**config.mk**
```make
export PLATFORM = sky130hd
export DESIGN_NAME = gray_encoder
export DESIGN_NICKNAME = d
export VERILOG_FILES = /design/src/rtl/gray_encoder_pkg.sv /design/src/rtl/gray_skid_buf.sv /design/src/rtl/gray_encoder.sv
export SDC_FILE = /design/constraint.sdc
export NUM_CORES = 1
export LEC_CHECK = 0
export ABC_AREA = 1
export BUFFER_PORTS_ARGS = -buffer_cell sky130_fd_sc_hd__buf_2
export CAP_MARGIN = 15
export CELL_PAD_IN_SITES_DETAIL_PLACEMENT = 1
export CELL_PAD_IN_SITES_GLOBAL_PLACEMENT = 1
export CORE_MARGIN = 5
export CORE_UTILIZATION = 30
export DETAILED_ROUTE_END_ITERATION = 8
export GPL_ROUTABILITY_DRIVEN = 0
export GPL_TIMING_DRIVEN = 0
export PLACE_DENSITY_LB_ADDON = 0.1
export SLEW_MARGIN = 25
export SYNTH_ARGS = -nofsm -noshare
export SYNTH_HDL_FRONTEND = slang
export SYNTH_SLANG_ARGS = --single-unit
```
**constraint.sdc**
```tcl
create_clock -name clk -period 3.7 [get_ports clk]
set_input_delay 0.555 -clock clk [delete_from_list [all_inputs] [get_ports clk]]
set_output_delay 0.555 -clock clk [all_outputs]
set_load 0.02 [all_outputs]
```
**src/rtl/gray_encoder_pkg.sv**
```systemverilog
// -----------------------------------------------------------------------------
// gray_encoder_pkg
//   Shared definitions for the streaming binary-to-Gray encoder.
//   - MAX_W     : widest word the helper functions handle; callers zero-extend.
//   - word_t    : MAX_W-bit container used by the helpers.
//   - entry_t   : width-independent view of one pipeline entry {valid, gray, step}.
//   - bin2gray  : binary to reflected Gray code.
//   - is_single_step : true when two Gray words differ in exactly one bit.
// -----------------------------------------------------------------------------
package gray_encoder_pkg;

  localparam int unsigned MAX_W = 32;

  typedef logic [MAX_W-1:0] word_t;

  // One pipeline entry. The gray field is sized for the widest supported
  // word; narrower users zero-extend into it.
  typedef struct packed {
    logic  valid;
    word_t gray;
    logic  step;
  } entry_t;

  // Zero-extended inputs encode correctly for any width up to MAX_W because
  // the bit shifted in from above is always 0.
  function automatic word_t bin2gray(input word_t bin);
    return bin ^ (bin >> 1);
  endfunction

  // Exactly one differing bit: the difference is non-zero and a power of two.
  function automatic logic is_single_step(input word_t a, input word_t b);
    word_t diff;
    diff = a ^ b;
    return (diff != '0) && ((diff & (diff - word_t'(1))) == '0);
  endfunction

endpackage

```
**src/rtl/gray_skid_buf.sv**
```systemverilog
// -----------------------------------------------------------------------------
// gray_skid_buf
//   Generic 2-entry valid/ready skid buffer. Main register M drives the
//   output; skid register S catches the one word that can arrive while M is
//   stalled.
//
//   Handshake: a word moves on a side whenever valid && ready are both high at
//   the rising clock edge. in_ready is a pure flop output (!S.valid), so there
//   is no combinational path from out_ready to in_ready. Data order is kept:
//   S always refills M before any new input does.
//
//   Ports
//     clk, rst_n          clock, asynchronous active-low reset
//     in_valid/in_ready   upstream handshake
//     in_data  [DW]       upstream payload
//     out_valid/out_ready downstream handshake
//     out_data [DW]       downstream payload (M register)
// -----------------------------------------------------------------------------
module gray_skid_buf #(
  parameter int unsigned DW = 8
) (
  input  logic          clk,
  input  logic          rst_n,
  input  logic          in_valid,
  output logic          in_ready,
  input  logic [DW-1:0] in_data,
  output logic          out_valid,
  input  logic          out_ready,
  output logic [DW-1:0] out_data
);

  logic          m_valid;
  logic [DW-1:0] m_data;
  logic          s_valid;
  logic [DW-1:0] s_data;

  logic accept;
  logic fire;

  assign in_ready  = !s_valid;
  assign out_valid = m_valid;
  assign out_data  = m_data;

  assign accept = in_valid && in_ready;
  assign fire   = m_valid && out_ready;

  always_ff @(posedge clk or negedge rst_n) begin
    if (!rst_n) begin
      m_valid <= 1'b0;
      m_data  <= '0;
      s_valid <= 1'b0;
      s_data  <= '0;
    end else if (!m_valid || fire) begin
      // M is free this cycle: drain S first to keep order, otherwise take
      // the new word directly. accept cannot coincide with s_valid because
      // in_ready is low whenever S is occupied.
      if (s_valid) begin
        m_valid <= 1'b1;
        m_data  <= s_data;
        s_valid <= 1'b0;
      end else if (accept) begin
        m_valid <= 1'b1;
        m_data  <= in_data;
      end else begin
        m_valid <= 1'b0;
      end
    end else if (accept) begin
      // M is stalled: park the incoming word in S.
      s_valid <= 1'b1;
      s_data  <= in_data;
    end
  end

endmodule

```
**src/rtl/gray_encoder.sv**
```systemverilog
// -----------------------------------------------------------------------------
// gray_encoder
//   Streaming binary-to-Gray encoder. Accepted binary words are Gray-coded,
//   tagged with a single-step flag relative to the previously encoded word,
//   and passed through a 2-entry skid buffer. Emitted words whose step flag
//   is 0 are counted in a saturating counter.
//
//   Handshake: in_valid/in_ready and out_valid/out_ready transfer a word when
//   both are high at the rising clock edge; in_ready comes straight from a
//   flop.
//
//   Ports
//     clk, rst_n          clock, asynchronous active-low reset
//     in_valid, in_ready  input handshake
//     in_bin   [WIDTH]    binary input word
//     out_valid,out_ready output handshake
//     out_gray [WIDTH]    Gray-coded word
//     out_step            out_gray is one bit away from the previous encoded word
//     clr_cnt             synchronous clear of nonstep_cnt (wins over increment)
//     nonstep_cnt [CNT_W] saturating count of emitted words with out_step=0
// -----------------------------------------------------------------------------
module gray_encoder
  import gray_encoder_pkg::*;
#(
  parameter int unsigned WIDTH = 4,
  parameter int unsigned CNT_W = 8
) (
  input  logic             clk,
  input  logic             rst_n,
  input  logic             in_valid,
  output logic             in_ready,
  input  logic [WIDTH-1:0] in_bin,
  output logic             out_valid,
  input  logic             out_ready,
  output logic [WIDTH-1:0] out_gray,
  output logic             out_step,
  input  logic             clr_cnt,
  output logic [CNT_W-1:0] nonstep_cnt
);

  if (WIDTH < 2 || WIDTH > MAX_W) begin : g_bad_width
    $error("gray_encoder: WIDTH must be in 2..MAX_W");
  end

  // Payload carried through the skid buffer: {step, gray}.
  localparam int unsigned PW = WIDTH + 1;

  logic [WIDTH-1:0] in_gray;
  logic             in_step;
  logic [WIDTH-1:0] prev;
  logic             have_prev;
  logic             accept;
  logic             fire;
  logic [PW-1:0]    in_payload;
  logic [PW-1:0]    out_payload;

  assign in_gray = WIDTH'(bin2gray(word_t'(in_bin)));

  // The very first word after reset has nothing to be compared against and
  // is treated as a legal step. A repeated value differs in zero bits and
  // therefore is not a step.
  assign in_step = !have_prev || is_single_step(word_t'(in_gray), word_t'(prev));

  assign in_payload = {in_step, in_gray};

  assign accept = in_valid && in_ready;
  assign fire   = out_valid && out_ready;

  assign out_step = out_payload[WIDTH];
  assign out_gray = out_payload[WIDTH-1:0];

  // Reference point for step detection follows the encode order, not the
  // emit order; both are the same since the buffer preserves order.
  always_ff @(posedge clk or negedge rst_n) begin
    if (!rst_n) begin
      prev      <= '0;
      have_prev <= 1'b0;
    end else if (accept) begin
      prev      <= in_gray;
      have_prev <= 1'b1;
    end
  end

  gray_skid_buf #(
    .DW (PW)
  ) u_skid (
    .clk       (clk),
    .rst_n     (rst_n),
    .in_valid  (in_valid),
    .in_ready  (in_ready),
    .in_data   (in_payload),
    .out_valid (out_valid),
    .out_ready (out_ready),
    .out_data  (out_payload)
  );

  always_ff @(posedge clk or negedge rst_n) begin
    if (!rst_n) begin
      nonstep_cnt <= '0;
    end else if (clr_cnt) begin
      nonstep_cnt <= '0;
    end else if (fire && !out_step && (nonstep_cnt != '1)) begin
      nonstep_cnt <= nonstep_cnt + CNT_W'(1);
    end
  end

endmodule

```
* Word-level counts from Yosys, hierarchy flattened
Cells that the tools add are included.
** Storage, ports and cells
- Bits in registers :: 25
- Input bits :: 9
- Output and inout port bits :: 15
- Logic and storage cells :: 40
** Cells by class
- Add/subtract/negate cells :: 2
- Eq/ne operators :: 1
- Mux-type cells :: 8
- Bitwise gates (word level) :: 4
- Reduce and logical (&&, ||, !) cells :: 18
** Operator list (count)
- bitwise AND 4 x 32 -> 32 bit :: 1
- zero test 32 bit :: 1
- nonzero test 32 bit :: 1
- two-way mux 8 bit :: 2
- two-way mux 5 bit :: 2
- adder 8 x 1 -> 8 bit, second input constant :: 1
- inequality test 8 bit, second input constant :: 1
- nonzero test 2 bit :: 3
- logical AND 1 bit :: 5
- subtractor 4 x 1 -> 5 bit, second input constant :: 1
- zero test 1 bit :: 4
- two-way mux 1 bit :: 4
- AND reduction 2 bit :: 2
- XOR 4 x 3 -> 4 bit :: 1
- XOR 4 bit :: 1
- logical OR 1 bit :: 2
- NOT 1 bit :: 1

* Logic depth before layout (Yosys ltp)
- Depth after elaboration :: 9
- Mapped depth :: 12
- Depth with buffers taken out :: 12

* Hierarchy
Synthesis repeated with hierarchy kept, for this count alone.
** Second synthesis, totals
- Cells, all modules :: 202
- Area total of the unflattened synthesis :: 1483.9 sq um
** By module, submodules not included
- gray_encoder :: instances 1, cells each 130, area each 893.4 sq um, seq. area each 325.3 sq um
- gray_skid_buf :: instances 1, cells each 72, area each 590.6 sq um, seq. area each 300.3 sq um

* Worst setup path before layout
Ideal clock, no wire load.
- Path type :: flip-flop to flip-flop
- From :: register nonstep_cnt[0]
- To :: register nonstep_cnt[4]
- Setup time :: 0.118 ns
- Arrival :: 1.402 ns
- Data required time :: 3.582 ns
- Setup slack :: 2.180 ns
- Stages on the path, launching flop included :: 10
- Buffers on the path :: 0
- Period minus slack after synthesis :: 1.520 ns
- Cell sequence :: dfrtp_1 ha_1 nand2_4 nor2_2 a21oi_4 inv_4 nor2_4 nand3_1 nand2_1 a21oi_2
** Between the ends
- Word-level cells in the longest chain between the ends :: 3
- Elaborated cells between the ends (all ways) :: 6
- Classes of those cells :: add/sub: 1; eq/ne: 1; mux: 2; reduce/logical: 2
** Ends and longest elaborated chain
- from (decl) :: line gray_encoder.sv:38 : output logic [CNT_W-1:0] nonstep_cnt
- from (signal assigned) :: line gray_encoder.sv:103 : nonstep_cnt <= nonstep_cnt + CNT_W'(1);
- adder 8 x 1 -> 8 bit / inequality test 8 bit (equally long branches) :: line gray_encoder.sv:103, gray_encoder.sv:102
- two-way mux 8 bit / logical AND 1 bit (equally long branches) :: line gray_encoder.sv:102 : end else if (fire && !out_step && (nonstep_cnt != '1)) begin
- two-way mux 8 bit / nonzero test 2 bit (equally long branches)
Parallel ways exist; a longest one is shown, timed or not. The select of a mux whose other input is x is not followed.
A chain may end at the register's enable or synchronous reset.

* Worst setup path after layout
- From :: register u_skid.s_valid
- To :: output port in_ready
** Between the ends
- Word-level cells in the longest chain between the ends :: 1
** Ends and longest elaborated chain
- from (decl) :: line gray_skid_buf.sv:34 : logic s_valid;
- from (signal assigned) :: line gray_skid_buf.sv:51 : s_valid <= 1'b0;
- from (signal assigned) :: line gray_skid_buf.sv:60 : s_valid <= 1'b0;
- from (signal assigned) :: line gray_skid_buf.sv:69 : s_valid <= 1'b1;
- zero test 1 bit :: line gray_skid_buf.sv:40 : assign in_ready = !s_valid;
- to (decl) :: line gray_encoder.sv:31 : output logic in_ready,
Every way passes these cells.

==> impl_table.tex <==
\begin{tabular}{lr}
\hline
Metric & Value \\
\hline
\multicolumn{2}{l}{\textbf{STA}} \\
\quad Final Hold Fails & 0 \\
\quad Total negative slack for setup checks & 0 ns \\
\quad Worst slew margin relative to its limit & roughly 61\% \\
\quad Setup Viol. Count Final & 0 \\
\quad Clock tree skew after final layout & 0.00561 ns \\
\quad Slew at the pin with the worst max-slew slack & 0.582 ns \\
\quad FMAX & a little under 0.6 GHz \\
\quad Unrepaired setup endpoints after global routing & no \\
\quad Time the final worst path needs with I/O delays and setup & around 1.7 ns \\
\quad Pins Over Slew Limit & 0 \\
\quad Tightest hold margin & 0.272 ns \\
\quad Final cycle utilization of the critical path & between 40\% and 50\% \\
\multicolumn{2}{l}{\textbf{CTS}} \\
\quad H-tree depth & 1 \\
\quad Max clock buf depth & 2 \\
\quad TritonCTS clock tree & built \\
\quad Root Buffer & sky130\_fd\_sc\_hd\_\_clkbuf\_8 \\
\quad Hold buffer count at cts & 0 \\
\quad Number of setup buffers added after CTS & 0 \\
\quad PostCTS Resize Cnt & 0 \\
\quad Clock transition at the registers of the reported paths & around 0.090 ns \\
\quad CTS Buf Count & 3 \\
\quad Skew-Pair Late Insertion Delay & 0.27 ns \\
\quad Sink Count & 25 \\
\multicolumn{2}{l}{\textbf{Power and ir drop}} \\
\quad Power density relative to cell area & roughly 430 nW/um2 \\
\quad Static leakage power & around 0.80 nW \\
\quad Worst supply voltage drop on vdd & $\sim$0.25 mV \\
\quad Power after layout & between 0.6 and 0.7 mW \\
\multicolumn{2}{l}{\textbf{Global route}} \\
\quad Number of antenna violations at the first check in global routing & 0 \\
\quad First-pass GRT wire length & 5890 um \\
\quad Largest net degree at the start of global routing & 26 \\
\quad Global route total overflow & 0 \\
\quad Gr usage total & around an eighth \\
\quad Vias in the first global route & 1,281 \\
\multicolumn{2}{l}{\textbf{Setup path}} \\
\quad Gate family responsible for the most delay along the worst path & buffers and inverters \\
\quad Type of origin of the critical path & register \\
\quad Setup crit end kind & output port \\
\quad Ordered list of cells on the worst path & buf\_4 > inv\_1 > buf\_2 \\
\quad Max stage delay on crit path & $\sim$0.37 ns \\
\quad Critical path data required time & 3.14 ns \\
\quad Category of the critical setup timing path & reg -> out \\
\quad Buf/Inv on CP & 3 \\
\quad Largest fanout of any net on the critical path & 9 \\
\quad Cell at the slowest stage of the critical path & sky130\_fd\_sc\_hd\_\_dfrtp\_1 \\
\quad Crit path arrival time & between 1 and 1.5 ns \\
\multicolumn{2}{l}{\textbf{Finish}} \\
\quad Layout cell share with drive strength beyond 1 & a little over a quarter \\
\quad Multi-input logic area & between 600 and 700 um2 \\
\quad Area taken by flip-flops and latches & 626 um2 \\
\quad Antenna diode count & 0 \\
\quad Number of nets in the finished design & about 210 \\
\quad Area delta synth->final & 16.3\% \\
\quad Total non-filler cell area in the finished layout & roughly 1600 um2 \\
\quad Filler Cell Count & 537 \\
\multicolumn{2}{l}{\textbf{Synth}} \\
\quad Total of flip-flops plus latches after synthesis & 25 \\
\quad Library cell occupying the most area in the post-synthesis netlist & sky130\_fd\_sc\_hd\_\_dfrtp\_1 \\
\quad Synthesized area per cell & 7.96 um2 \\
\quad Synthesized instance count & 170 \\
\quad Synthesized cell area & 1350 um2 \\
\quad Most area-consuming cells after synthesis & sky130\_fd\_sc\_hd\_\_dfrtp\_1 46\%, sky130\_fd\_sc\_hd\_\_nand2\_1 12\%, sky130\_fd\_sc\_hd\_\_nand3\_1 5.2\% \\
\quad Warnings, synthesis & 0 \\
\quad Mapped Nets & 180 \\
\quad Yosys top cell area share & a little under half \\
\quad Sequential-to-total area share from yosys stat & about 46\% \\
\quad Number of library cell types mapped by synthesis & 26 \\
\multicolumn{2}{l}{\textbf{Route}} \\
\quad Detailed-route wire length per cell & between 10 and 15 um \\
\quad DR iter-0 viols & 21 \\
\quad Number of nets still failing antenna checks after routing & 0 \\
\quad Final wirelength & 3360 um \\
\quad Post-route DRC & 0 \\
\quad Router iterations before antenna repair & 2 \\
\quad Detailed-route vias per instance & 4.81 \\
\quad Via count & around 1.2k \\
\multicolumn{2}{l}{\textbf{Floorplanning}} \\
\quad Width of the chip & around 77 um \\
\quad Standard-cell row count & 24 \\
\quad Area of the core & between 4000 and 5000 um2 \\
\quad Total I/O pin count & 24 \\
\quad Die area & $\sim$6000 um2 \\
\quad Effective utilization at floorplan & 31.1\% \\
\quad Height of the die & roughly 77 um \\
\multicolumn{2}{l}{\textbf{Placed design}} \\
\quad Post-placement cell area & between 1500 and 2000 um2 \\
\quad Buffers on Ports & 22 \\
\quad Post-detail-place hpwl & between 2000 and 3000 um \\
\multicolumn{2}{l}{\textbf{Flow run}} \\
\quad Max-cap violation count & 0 \\
\multicolumn{2}{l}{\textbf{Hold path}} \\
\quad Class of the tightest hold or removal check & in -> async \\
\multicolumn{2}{l}{\textbf{Outcome}} \\
\quad Result of the run & complete, no violations \\
\hline
\end{tabular}
## sequential cells by signal, summed over array words and instances, names as in the netlist
name,flops
u_skid.s_data,5
u_skid.out_valid,1
prev,4
u_skid.s_valid,1
u_skid.out_data,5
nonstep_cnt,8
have_prev,1
## path summary, 6_finish.rpt
check | start | endpoint | slack, ns | depth (start not counted)
worst min register to register | have_prev | u_skid.s_data[4] | 0.49 | 1
worst max register to register | nonstep_cnt[0] | nonstep_cnt[4] | 2.13 | 9
worst min-delay path | rst_n | nonstep_cnt[2] | 0.27 | 1
worst max-delay path | u_skid.s_valid | in_ready | 2.02 | 3
min in group clk | clr_cnt | nonstep_cnt[2] | 0.47 | 2
max in group asynchronous | rst_n | u_skid.s_data[4] | 3.04 | 1
## worst reg2reg max path: stages (launching register included)
cell and delay (ns):
sky130_fd_sc_hd__dfrtp_1 0.41, sky130_fd_sc_hd__ha_1 0.25, sky130_fd_sc_hd__nand2_4 0.10, sky130_fd_sc_hd__nor2_2 0.06, sky130_fd_sc_hd__a21oi_4 0.24, sky130_fd_sc_hd__inv_4 0.08, sky130_fd_sc_hd__nor2_4 0.12, sky130_fd_sc_hd__nand3_1 0.08
sky130_fd_sc_hd__nand2_1 0.09, sky130_fd_sc_hd__a21oi_2 0.03
## layout make-up
type	count	share of cell area, %
multi-input combinational	123	40.1
clock buffer	4	2.86
tap	52	4.14
buffer	2	1.19
timing repair buffer	22	7.00
inverter	20	4.93
sequential	25	39.8
## per-layer routing
layer,global-route usage [%],wire length [um]
met1,13.4,1400
met2,22.6,1820
met3,2.81,122
met4,2.58,19
met5,0,0
## layout by cell type (no fill, tap or decap), types with 2 or more instances in the layout
cell and n:
sky130_fd_sc_hd__a21oi_1 9, sky130_fd_sc_hd__a21oi_2 2, sky130_fd_sc_hd__a31oi_1 3, sky130_fd_sc_hd__buf_2 22, sky130_fd_sc_hd__clkbuf_8 3, sky130_fd_sc_hd__dfrtp_1 25
sky130_fd_sc_hd__inv_1 13, sky130_fd_sc_hd__inv_2 6, sky130_fd_sc_hd__nand2_1 45, sky130_fd_sc_hd__nand2_2 6, sky130_fd_sc_hd__nand3_1 14, sky130_fd_sc_hd__nor2_1 16
sky130_fd_sc_hd__nor2_2 3, sky130_fd_sc_hd__nor2_4 2, sky130_fd_sc_hd__o21a_1 2, sky130_fd_sc_hd__o21ai_0 9, sky130_fd_sc_hd__o21ai_1 3, sky130_fd_sc_hd__xor2_1 2
## report_power, final
group,switching (mW),internal [mW]
clock,0.0862,0.0770
sequential,0.0265,0.310
combinational,0.116,0.0627
## cell families after synthesis
family	share of synthesized area, %
flip-flops	46.3
AO/OA/AOI/OAI	13.7
buffers and inverters	7.12
adder cells (fa/ha/maj)	0.925
XOR/XNOR	1.94
multiplexers	0.833
AND/OR/NAND/NOR	29.2
## cell usage after synthesis
| cell | number |
|---|---|
| sky130_fd_sc_hd__a211oi_2 | 1 |
| sky130_fd_sc_hd__a21oi_1 | 9 |
| sky130_fd_sc_hd__a21oi_2 | 2 |
| sky130_fd_sc_hd__a21oi_4 | 1 |
| sky130_fd_sc_hd__a31oi_1 | 3 |
| sky130_fd_sc_hd__buf_4 | 1 |
| sky130_fd_sc_hd__buf_6 | 1 |
| sky130_fd_sc_hd__dfrtp_1 | 25 |
| sky130_fd_sc_hd__ha_1 | 1 |
| sky130_fd_sc_hd__inv_1 | 13 |
| sky130_fd_sc_hd__inv_2 | 6 |
| sky130_fd_sc_hd__inv_4 | 1 |
| sky130_fd_sc_hd__mux2_1 | 1 |
| sky130_fd_sc_hd__nand2_1 | 45 |
| sky130_fd_sc_hd__nand2_2 | 6 |
| sky130_fd_sc_hd__nand2_4 | 1 |
| sky130_fd_sc_hd__nand3_1 | 14 |
| sky130_fd_sc_hd__nor2_1 | 16 |
| sky130_fd_sc_hd__nor2_2 | 3 |
| sky130_fd_sc_hd__nor2_4 | 2 |
| sky130_fd_sc_hd__o21a_1 | 2 |
| sky130_fd_sc_hd__o21ai_0 | 9 |
| sky130_fd_sc_hd__o21ai_1 | 3 |
| sky130_fd_sc_hd__or2_2 | 1 |
| sky130_fd_sc_hd__xnor2_1 | 1 |
| sky130_fd_sc_hd__xor2_1 | 2 |
## stage by stage
stage	setup WS, ns	std cells	utilization [%]
after CTS	1.99	248	36.1
after detailed placement	2.07	244	35.1
after floorplan	2.18	170	-
after global placement	2.10	244	35.1
final	2.02	248	36.1
after global routing	1.93	248	36.1
No activity file was read; power rests on OpenSTA's default activity.
